[config.mk]
export PLATFORM = sky130hd
export DESIGN_NAME = alu_sequencer
export DESIGN_NICKNAME = d
export VERILOG_FILES = /design/src/rtl/alu_sequencer.sv
export SDC_FILE = /design/constraint.sdc
export NUM_CORES = 1
export LEC_CHECK = 0
export ABC_AREA = 1
export CORE_ASPECT_RATIO = 0.6
export CORE_UTILIZATION = 48
export CTS_CLUSTER_DIAMETER = 60
export DETAILED_ROUTE_END_ITERATION = 16
export PLACE_DENSITY_LB_ADDON = 0.25
export SLEW_MARGIN = 20
export SYNTH_ARGS = -nofsm -noshare
export SYNTH_HDL_FRONTEND = slang
export SYNTH_SLANG_ARGS = --single-unit
[constraint.sdc]
create_clock -name clk -period 1.4 [get_ports clk]
set_input_delay 0.42 -clock clk [delete_from_list [all_inputs] [get_ports clk]]
set_output_delay 0.42 -clock clk [all_outputs]
set_load 0.1 [all_outputs]
[src/rtl/alu_sequencer.sv]
// ---------------------------------------------------------------------------
// alu_sequencer
//
// Owns a 4-entry register bank and drives an external combinational add/sub
// ALU. Instructions are taken one at a time, and each one runs through three
// states: IDLE (accept), EXEC (ALU evaluates), DONE (result written, done).
//
// Handshake: an instruction transfers on a rising edge where
// instr_valid && instr_ready. instr_ready is high only in IDLE and only
// while rst_n is high. The op/rx/ry/imm fields are sampled on that edge
// only. Any changes while the sequencer is busy are ignored.
//
// Ports:
//   clk, rst_n            clock, synchronous active-low reset
//   instr_valid/ready     instruction handshake
//   op, rx, ry, imm       instruction fields (00 LOAD, 01 MOVE, 10 ADD, 11 SUB)
//   alu_in1/in2/addsub    registered ALU operands and select (1 = add)
//   alu_out               combinational ALU result
//   done                  one-cycle pulse after write-back
//   zero                  last written result was zero
//   rd_sel, rd_data       combinational observation read of the bank
// ---------------------------------------------------------------------------
module alu_sequencer #(
   parameter int N = 8
) (
   input  logic         clk,
   input  logic         rst_n,
   input  logic         instr_valid,
   output logic         instr_ready,
   input  logic [1:0]   op,
   input  logic [1:0]   rx,
   input  logic [1:0]   ry,
   input  logic [N-1:0] imm,
   output logic [N-1:0] alu_in1,
   output logic [N-1:0] alu_in2,
   output logic         alu_addsub,
   input  logic [N-1:0] alu_out,
   output logic         done,
   output logic         zero,
   input  logic [1:0]   rd_sel,
   output logic [N-1:0] rd_data
);

   localparam logic [1:0] OP_LOAD = 2'b00;
   localparam logic [1:0] OP_MOVE = 2'b01;
   localparam logic [1:0] OP_ADD  = 2'b10;
   localparam logic [1:0] OP_SUB  = 2'b11;

   typedef enum logic [1:0] {
      IDLE = 2'd0,
      EXEC = 2'd1,
      DONE = 2'd2
   } state_t;

   state_t       state;
   state_t       state_next;
   logic [N-1:0] regs [4];
   logic [1:0]   dest;

   // Operand values selected from the current instruction fields; they are
   // only captured into alu_in1/alu_in2/alu_addsub on an accept edge.
   logic [N-1:0] sel_in1;
   logic [N-1:0] sel_in2;
   logic         sel_addsub;
   logic         accept;

   // Every op goes through the ALU: LOAD and MOVE are "x + 0".
   always_comb begin
      sel_in1    = '0;
      sel_in2    = '0;
      sel_addsub = 1'b1;
      case (op)
         OP_LOAD: sel_in1 = imm;
         OP_MOVE: sel_in1 = regs[ry];
         OP_ADD: begin
            sel_in1 = regs[rx];
            sel_in2 = regs[ry];
         end
         OP_SUB: begin
            sel_in1    = regs[rx];
            sel_in2    = regs[ry];
            sel_addsub = 1'b0;
         end
         default: ;
      endcase
   end

   // Next-state and state-decoded outputs.
   always_comb begin
      state_next  = state;
      instr_ready = 1'b0;
      done        = 1'b0;
      case (state)
         IDLE: begin
            instr_ready = rst_n;
            if (instr_valid) state_next = EXEC;
         end
         EXEC: state_next = DONE;
         DONE: begin
            done       = 1'b1;
            state_next = IDLE;
         end
         default: state_next = IDLE;
      endcase
   end

   assign accept = instr_ready && instr_valid;

   always_ff @(posedge clk) begin
      if (!rst_n) begin
         state      <= IDLE;
         dest       <= '0;
         alu_in1    <= '0;
         alu_in2    <= '0;
         alu_addsub <= 1'b0;
         zero       <= 1'b0;
         for (int i = 0; i < 4; i++) regs[i] <= '0;
      end else begin
         state <= state_next;
         if (accept) begin
            dest       <= rx;
            alu_in1    <= sel_in1;
            alu_in2    <= sel_in2;
            alu_addsub <= sel_addsub;
         end
         // Write-back happens on the edge leaving EXEC, so the result is
         // readable during the DONE cycle.
         if (state == EXEC) begin
            regs[dest] <= alu_out;
            zero       <= (alu_out == '0);
         end
      end
   end

   assign rd_data = regs[rd_sel];

endmodule

==> run summary <==
status = finished with violations
failing checks = design-rule violations, negative setup slack
hold path startpoint = op[0]
Area contributors post-synth = edfxtp_1 32%, dfxtp_1 14%, nand2_1 13%
number of global-route vias before repair = 3167
top_reg_cell synth = edfxtp_1
drt first pass iters = 12
GRT Residual Overflow = 0
Buffers on Ports = 54
Yosys cell types = 27
post-synthesis sequential area ratio = 0.4601
endpoints failing hold = 0
Hold WS = 0.4158 ns
via count = 3512
layout cells sized above 1 = 0.4598
R2R depth = 8
Inst Count DP = 586
internal power = 2.709 mW
starting density of the core = 0.4984
CTS tree = built
worst-margin pin slew = 0.3855 ns
DP Worst Slack = -0.7156 ns
Setup Viol. Count Final = 61
Worst EP arrival = 1.34 ns
Logic pwr share = 0.363
Non-Filler Instances = 619
CP Launch Type = flip-flop
Syn-to-layout area delta = 75.02%
Util after Layout = 0.8722
Slew HR = 0.7427
# IOs = 55
worst r2r src = state[0]
clock buffer count from CTS = 5
max_cap viols = 0
crit path max fanout = 2
post-synth top area cell = edfxtp_1
max-slew violation count = 0
pwr dens = 793.4 mW/mm^2
Yosys reg bits = 54
Reg-to-Reg End = alu_in2[5]
Clk network pwr share = 0.199
first-pass GRT wire length = 15770 microns
Net Count, Synth = 438
crit-path cells = inv_2 -> o21ai_2 -> a21oi_2 -> a21oi_4 -> buf_12
Post-DP HPWL = 6813 microns
cell area after synthesis = 0.003045 sq mm
ANT nets after route = 0
vias per cell = 5.674
Worst setup EP type = output pin
Tmin final = 1.760 ns
fmax = 568.1 MHz
Post-CTS Hold Fix Bufs = 0
fin crit share = 1.257
WL per Instance = 18.31 microns
Clock Skew = 0.006004 ns
die extent in y = 63.70 microns
peak supply drop = 0.6673 mV
Final Power = 4.229 mW
H-tree depth = 2
core area = 0.006111 sq mm
initial DRC count = 455
WS Path Type = reg -> out
Sw Ratio = 0.3595
mean post-synth cell area = 7.410 sq um
Synth warnings = 0
row count = 22
gp weighted congestion = 0.9531
cell type of the slowest stage on the worst timing path = edfxtp_1
post-synth top area share = 0.3155
P_leak = 2.303 nW
WP data required = 0.98 ns
Reg power frac = 0.438
cell with the most instances after synthesis = nand2_1
Antenna Diode Count = 0
clock latency at the later pin of the worst-skew pair = 0.30 ns
Min-Delay Path Class = in -> reg
Total GRT Usage = 0.3125
Hold Path End = alu_addsub
worst setup margin = -0.3601 ns
setup slack, reg-to-reg = -0.17 ns
Post-Syn Instances = 411
clock tree buffer depth = 2
WL final = 11330 microns
Commonest cells post-synth = 109 x nand2_1, 58 x inv_1, 57 x nand3_1
Critical Path Max Stage Delay = 0.39 ns
CTS Root Cell = clkbuf_8
DRC = 1
chip width = 104.8 microns
clock slew at reported path FFs = 0.09 ns
unrepaired setup endpoints after global routing = yes
initial antenna violation count = 0
EDFF count, synth = 32
largest net degree at the start of global routing = 18
hold depth = 2
share of synthesized registers carrying an async set or reset = 0
area of the die = 0.006678 sq mm
Psw = 1.520 mW
CTS Sinks = 54
Final nets = 561
## power groups by stage
stage	registers (mW)	clock network (mW)	logic, mW
final	1.85	0.841	1.54
after global routing	1.86	0.898	1.60
after CTS	1.84	0.843	1.38
after detailed placement	1.87	0	1.28
after global placement	1.87	0	1.27
after floorplan	2.02	0	0.622
## repair_timing
action                                  CTS  global route
cloned                                    2             2
setup buffers                            17            16
endpoints found under the setup margin   85            72
pin swaps                                15            25
gates resized for setup                  81           106
## worst max-delay path: cells and delay by family (launching register included)
kind / cells / cell delay [ns]
buffers and inverters: 2 / 0.26
AOI/OAI and AO/OA: 3 / 0.39
DFF: 1 / 0.39
## registers in the layout, indices dropped and copies added (netlist names)
register and cells:
regs 32, alu_addsub 1, alu_in2 8, state 2, alu_in1 8, zero 1, dest 2
## area by class of cell
class                   instances  area, sq um
multi-input cells             276         1844
repair buffers                132         1599
flip-flops and latches         54         1404
fillers                       319        780.7
inverters                      63        279.0
well taps                      84        105.1
clock buffers                   5        68.82
clock inverters                 3        16.27
repair inverters                2        13.76
## cell usage in the layout, fill, tap and decap left out, drive strengths merged
cell type      Yosys  layout
o21a               8       8
clkbuf             1       8
o21ai             11      11
nor3               1       1
clkinv             1       3
o31ai              1       1
nand2            111     111
nor2              38      39
clkinvlp           0       3
dfxtp             22      22
nand3             59      59
dlymetal6s2s       0       5
a21oi             43      43
clkdlybuf4s50      0      18
nand4              2       2
buf               18     106
inv               62      62
a31oi              1       1
edfxtp            32      32
## cell families (layout without fill, tap and decap cells)
| logic type | Yosys count | in the layout | share of synthesized area |
|---|---|---|---|
| AND/OR/NAND/NOR | 211 | 212 | 0.2999 |
| AO/OA/AOI/OAI | 64 | 64 | 0.1130 |
| flip-flops | 54 | 54 | 0.4601 |
| buffers and inverters | 82 | 205 | 0.1269 |
## through the flow
step                instance area (sq um)  setup TNS [ns]
global route                         5330          -8.831
global placement                     4484          -42.49
detailed placement                   4484          -45.24
floorplan                            3261          -3.621
finish                               5330          -4.966
CTS                                  4866          -2.749
## per-layer routing
metal	up-vias	wire, microns	track usage
met5	-	0	0
met3	44	1134	0.04555
li1	1584	-	-
met2	220	5357	0.5248
met4	0	349	0.09331
met1	1664	4491	0.4205
## worst max-delay path by stage
stage,start,endpoint,slack (ns),cells after the start
final,regs[1][5],rd_data[5],-0.36,5
after global routing,regs[1][0],rd_data[0],-0.38,5
after CTS,regs[1][0],rd_data[0],-0.32,5
after detailed placement,rd_sel[1],rd_data[3],-0.72,6
after global placement,rd_sel[1],rd_data[5],-0.71,6
after floorplan,rd_sel[0],rd_data[3],-0.43,6
No activity file was read; power rests on OpenSTA's default activity.
